<file path="config.mk">
export PLATFORM = sky130hd
export DESIGN_NAME = star_power_ctrl
export DESIGN_NICKNAME = d
export VERILOG_FILES = /design/src/rtl/star_power_ctrl.sv
export SDC_FILE = /design/constraint.sdc
export NUM_CORES = 1
export LEC_CHECK = 0
export CORE_ASPECT_RATIO = 1.75
export CORE_MARGIN = 1.5
export CORE_UTILIZATION = 44
export CTS_CLUSTER_SIZE = 28
export DETAILED_ROUTE_END_ITERATION = 7
export GPL_ROUTABILITY_DRIVEN = 0
export PLACE_DENSITY = 0.74
export SYNTH_ARGS = -nofsm -noshare
export SYNTH_HDL_FRONTEND = slang
export SYNTH_SLANG_ARGS = --single-unit
</file>
<file path="constraint.sdc">
create_clock -name sys_clk -period 2.9 [get_ports sys_clk]
set_input_delay 0.58 -clock sys_clk [delete_from_list [all_inputs] [get_ports sys_clk]]
set_output_delay 0.58 -clock sys_clk [all_outputs]
set_load 0.03 [all_outputs]
</file>
<file path="src/rtl/star_power_ctrl.sv">
// Star collection counter and star-power (invincibility) timer with blink flag.
// Build option: define STAR_POWER_BLINK_EN to enable the BLINK state and blink toggling.
module star_power_ctrl #(
   parameter int unsigned N_STARS      = 4,
   parameter int unsigned POWER_FRAMES = 600,
   parameter int unsigned BLINK_FRAMES = 120,
   parameter int unsigned BLINK_HALF   = 8
) (
   input  logic               sys_clk,
   input  logic               RST_N,
   input  logic [N_STARS-1:0] touch_star,
   input  logic               frame_tick,
   input  logic               level_clr,
   output logic [7:0]         star_count,
   output logic               collect_pulse,
   output logic               power_on,
   output logic               blink,
   output logic [9:0]         power_left
);

   localparam int unsigned CNT_W  = 4;
   localparam int unsigned LEFT_W = 10;
   localparam int unsigned PH_W   = $clog2(BLINK_HALF);

   // Reject illegal configurations at elaboration.
   if (N_STARS < 1 || N_STARS > 8 || POWER_FRAMES < 1 || POWER_FRAMES > 1023 ||
       BLINK_FRAMES >= POWER_FRAMES || BLINK_HALF < 2 || BLINK_HALF > 32 ||
       (BLINK_HALF & (BLINK_HALF - 1)) != 0) begin : g_bad_cfg
      $error("star_power_ctrl: illegal parameter set");
   end

`ifdef STAR_POWER_BLINK_EN
   typedef enum logic [1:0] {S_IDLE, S_POWERED, S_BLINK} state_t;
`else
   typedef enum logic [1:0] {S_IDLE, S_POWERED} state_t;
`endif

   state_t              state_q, state_d;
   logic [N_STARS-1:0]  touch_q;
   logic [N_STARS-1:0]  new_touch;
   logic [CNT_W-1:0]    n_new;
   logic                collect;
   logic [8:0]          count_sum;
   logic [7:0]          count_d;
   logic [LEFT_W-1:0]   left_d, left_dec;
   logic                on_d;

   // Rising-edge detect and popcount of newly touched stars.
   always_comb begin
      new_touch = touch_star & ~touch_q;
      n_new     = '0;
      for (int i = 0; i < int'(N_STARS); i++) begin
         n_new = n_new + CNT_W'(new_touch[i]);
      end
   end

   assign collect   = (n_new != '0);
   assign count_sum = {1'b0, star_count} + 9'(n_new);
   assign left_dec  = power_left - LEFT_W'(1);

`ifdef STAR_POWER_BLINK_EN
   logic [PH_W-1:0] phase_q, phase_d;
   logic            blink_d;
`endif

   // Next-state, timer and flag logic; collect always beats a coincident tick.
   always_comb begin
      state_d = state_q;
      left_d  = power_left;
      count_d = count_sum[8] ? 8'hFF : count_sum[7:0];
`ifdef STAR_POWER_BLINK_EN
      phase_d = phase_q;
      blink_d = blink;
`endif
      case (state_q)
         S_IDLE: begin
            if (collect) begin
               state_d = S_POWERED;
               left_d  = LEFT_W'(POWER_FRAMES);
            end
         end
         S_POWERED: begin
            if (collect) begin
               left_d = LEFT_W'(POWER_FRAMES);
            end else if (frame_tick) begin
               left_d = left_dec;
               if (left_dec == '0) begin
                  state_d = S_IDLE;
`ifdef STAR_POWER_BLINK_EN
               end else if (left_dec <= LEFT_W'(BLINK_FRAMES)) begin
                  state_d = S_BLINK;
                  phase_d = '0;
`endif
               end
            end
         end
`ifdef STAR_POWER_BLINK_EN
         S_BLINK: begin
            if (collect) begin
               state_d = S_POWERED;
               left_d  = LEFT_W'(POWER_FRAMES);
               blink_d = 1'b0;
               phase_d = '0;
            end else if (frame_tick) begin
               left_d = left_dec;
               if (phase_q == PH_W'(BLINK_HALF - 1)) begin
                  phase_d = '0;
                  blink_d = ~blink;
               end else begin
                  phase_d = phase_q + PH_W'(1);
               end
               if (left_dec == '0) begin
                  state_d = S_IDLE;
                  blink_d = 1'b0;
                  phase_d = '0;
               end
            end
         end
`endif
         default: begin
            state_d = S_IDLE;
            left_d  = '0;
         end
      endcase
      on_d = (state_d != S_IDLE);
   end

   always_ff @(posedge sys_clk) begin
      if (!RST_N || level_clr) begin
         state_q       <= S_IDLE;
         touch_q       <= '0;
         star_count    <= '0;
         collect_pulse <= 1'b0;
         power_on      <= 1'b0;
         power_left    <= '0;
      end else begin
         state_q       <= state_d;
         touch_q       <= touch_star;
         star_count    <= count_d;
         collect_pulse <= collect;
         power_on      <= on_d;
         power_left    <= left_d;
      end
   end

`ifdef STAR_POWER_BLINK_EN
   always_ff @(posedge sys_clk) begin
      if (!RST_N || level_clr) begin
         phase_q <= '0;
         blink   <= 1'b0;
      end else begin
         phase_q <= phase_d;
         blink   <= blink_d;
      end
   end
`else
   assign blink = 1'b0;
`endif

endmodule

</file>
==> results.md <==
- Across the routed clock network, the largest skew measured is approximately 0.0066 ns.
- The sequential-to-total area share from yosys stat is 40.8%.
- In this run the power density over the cells is 495 nW/um^2.
- The DRC violations left is 0.
- Of the cells placed in the final design, the portion with a size suffix greater than 1 is 17.1%.
- TritonCTS built the clock tree.
- In the final routed layout, each cell accounts on average for about 14 um.
- The area used by multi-input combinational logic is between 800 and 900 sq um.
- The run finished with clean final reports.
- The arrival time at the worst endpoint is between 2 and 3 ns.
- The share of synthesized flip-flops with an asynchronous set or reset is 0%.
- The count of different cell masters after synthesis is 37.
- The classification of the worst setup path is input pin to flip-flop.
- Setup repair after global routing left no endpoint under its margin.
- In this run the horizontal extent of the chip is 43.7 um.
- Using the TritonRoute via totals, the vias-per-cell ratio works out to around 5.4.
- The overall routed net length is roughly 2900 um.
- From synthesis to final layout, the design area changed by 40.6%.
- Across the whole layout, storage elements account for around 520 sq um.
- The die is 74.2 um tall.
- The time the final worst path needs with I/O delays and setup is around 2.6 ns.
- The first global-routing pass estimated around 4600 um of wire.
- Buffers inserted during clock tree synthesis total 3.
- The clock slew seen by the registers of the worst setup and hold paths is approximately 0.090 ns.
- Once placement finished, the instance area stood at about 1600 sq um.
- The max-capacitance violation count is 0.
- Input and output buffers added on the ports amount to 27.
- The initial DRC count is 4.
- The buffer and inverter count on the worst path is 2.
- The worst-case IR drop observed on VDD is around 370 uV.
- The synthesis warning total is 0.
- The max-slew violation total from the final report is 0.
- The number of global-route vias before repair is ~1100.
- The overall track demand over capacity in global routing is 18.5%.
- The final cell area excluding filler cells is about 1800 sq um.
- The global routing usage on met3 is just under 3%.
- Setup violations remaining at the end of the flow were counted as 0.
- The number of antenna violations at the first check in global routing is 0.
- Of the post-synthesis cell area, the dominant cell type holds between 40% and 50%.
- For this design the top-level I/O count stands at 29.
- The number of synthesized flops with an enable pin is 0.
- The cell accounting for the most synthesized area is dfxtp_1.
- The overflow left after global routing is 0.
- For met1 alone, demand over resource in global routing was a little under a fifth.
- The latest clock arrival within the worst-skew pair is 0.27 ns.
- The cell area after synthesis is 1280 sq um.
- After synthesis, the most frequently instantiated cells are dfxtp_1 (26), nor2_1 (14), a21oi_1 (12).
- The cell family with the largest share of critical-path delay is adder cells.
- In this run the number of H-tree levels came out at 1.
- The HPWL after detailed placement is around 2200 um.
- After synthesis, the mean cell area works out to approximately 9.3 sq um.
- The number of placement rows is 25.
- For this design, the slowest cell found on the critical path is fa_1.
- The maximum cell stage delay along the critical path is roughly 0.52 ns.
- The maximum count of clock buffers along a single path is 2.
- For this block, the via count after detailed routing is between 1000 and 1500.
- In the post-synthesis netlist, the biggest area contributors are dfxtp_1 (41%), ha_1 (6.9%), xor2_1 (4.8%), a21oi_1 (4.7%), nor2_1 (4.1%).
- The tightest hold path in the finished design has a slack of ~0.53 ns.
- The worst setup path is launched from an input pin.
- At the end of the flow the core is filled with cells to 65.9%.
- Summing internal, switching and leakage power gives between 800 and 900 uW.
- The register bit total from synthesis is 26.
- The final hold violation count came to 0.
- For this run, the top clock speed supported by timing is 0.381 GHz.
- The first detailed-routing pass took 3 iterations.
- The endpoint kind of the worst setup timing path is a flip-flop.
- The required time of the critical path is just over 3 ns.
- The number of clock sinks seen by CTS is 26.
- The number of routed nets with antenna violations is 0.
- The number of fill cells is 222.
- The buffer type at the clock tree root is clkbuf_8.
- The die covers between 3000 and 4000 sq um.
- The highest-utilization routing layer at the global route stage is met2.
- In the synthesized netlist the dominant register cell turns out to be dfxtp_1.
- In the synthesized netlist, the number of instances is around 140.
- In this run the worst hold path is classified as flip-flop to flip-flop.
- In this design, the critical path's most frequently occurring cell is ha_4.
- For this run, the post-layout net count is a little under 200.
- The most frequently used cell type in the post-synthesis netlist is dfxtp_1.
- The antenna diode count is 0.
- Dividing the final minimum period by the clock period gives 90.4%.
- Along the worst path, the maximum fanout reaches 3.
- The post-CTS setup-driven buffer insertion count is 0.
- The initial standard-cell utilization of the core is 46.9%.
- The area of the core region is 2720 sq um.
- Entering global routing, the biggest net connects 16 pins.
- Walking the worst path, the cells encountered are dlymetal6s2s_1, nor2b_4, fa_1, ha_4, ha_4, ha_1, a21o_1, a21oi_2, buf_4, xor2_1, a21oi_1.
- The leakage power is 0.000699 uW.
- The fraction of met2 tracks used by global routing is about a third.
## worst paths after layout
kind,from,cells after the start,to,slack (ns)
worst min-delay path,power_left[1],2,power_left[1],0.53
worst max register to register,touch_q[0],10,star_count[3],0.43
worst min register to register,power_left[1],2,power_left[1],0.53
worst max-delay path,touch_star[0],11,star_count[3],0.28
## state kept, by name (all words and copies together), names as in the netlist
register and flops:
power_left 10, state_q 2, touch_q 4, collect_pulse 1
star_count 8, power_on 1
## cell usage in the layout, fill, tap and decap left out, types with 2 or more instances in the layout
cell type	netlist	layout
nor3_2	1	2
nor2b_4	0	3
clkdlybuf4s50_1	0	24
nor2b_1	5	2
inv_1	5	5
and2_1	5	5
buf_4	1	9
nand2b_1	4	4
dfxtp_1	26	26
ha_4	0	2
a21oi_2	0	2
and4_1	2	2
a21oi_1	12	10
nor2_1	14	13
ha_1	7	4
nor3_1	5	4
a21o_1	2	2
conb_1	1	2
clkbuf_8	0	3
xor2_1	7	7
dlymetal6s2s_1	0	3
nand3_1	2	2
a211oi_1	3	3
or3_4	1	2
a31oi_1	2	2
nand2_1	7	7
xnor2_1	6	6
## worst register-to-register path, delay by kind of cell (launching register included)
family | cells | cell delay [ns]
AO/OA/AOI/OAI | 3 | 0.46
flip-flops | 1 | 0.37
buffers and inverters | 1 | 0.14
XOR/XNOR | 1 | 0.14
adder cells (fa/ha/maj) | 4 | 1.21
AND/OR/NAND/NOR | 1 | 0.05
## routing by layer
metal	share of wire, %	up-vias
met3	3.2	6
met4	2.4	0
met2	56	25
met1	38	517
li1	-	548
met5	0	-
## cell families after synthesis
kind of cell               after synthesis  share of synthesized area (%)
buffers and inverters                    8                           2.65
and+or+nand+nor                         57                           26.4
AOI/OAI and AO/OA                       23                           11.0
other                                    1                          0.294
adders and majority gates                9                           10.0
DFF                                     26                           40.8
xor gates and xnor gates                13                           8.92
## stage by stage
| step | worst slack [ns] | instances | setup TNS [ns] |
|---|---|---|---|
| final | 0.277 | 202 | 0 |
| after global routing | 0.208 | 202 | 0 |
| after CTS | 0.00524 | 202 | 0 |
| after detailed placement | -0.546 | 198 | -6.08 |
| after global placement | -0.468 | 198 | -5.12 |
| after floorplan | 0.0217 | 138 | 0 |
## where the power goes
part           switching (uW)  internal (uW)  leakage, uW  total [uW]
clock                     113            185    0.0000357         297
combinational             101            103     0.000451         204
sequential               14.1            372     0.000212         386
## layout make-up
cell class	count	area share (%)
inverter	5	1.05
tap	27	1.88
timing repair buffer	36	19.2
clock inverter	1	1.67
sequential	26	29.0
multi-input combinational	104	44.8
clock buffer	3	2.30
## what timing repair did
item | CTS | global route
cloned | 0 | 0
hold buffers | 0 | 0
pin swaps | 3 | 7
gates resized for setup | 12 | 7
endpoints found under the setup margin | 9 | 6
Note: power is estimated with default switching activity, not from simulation.
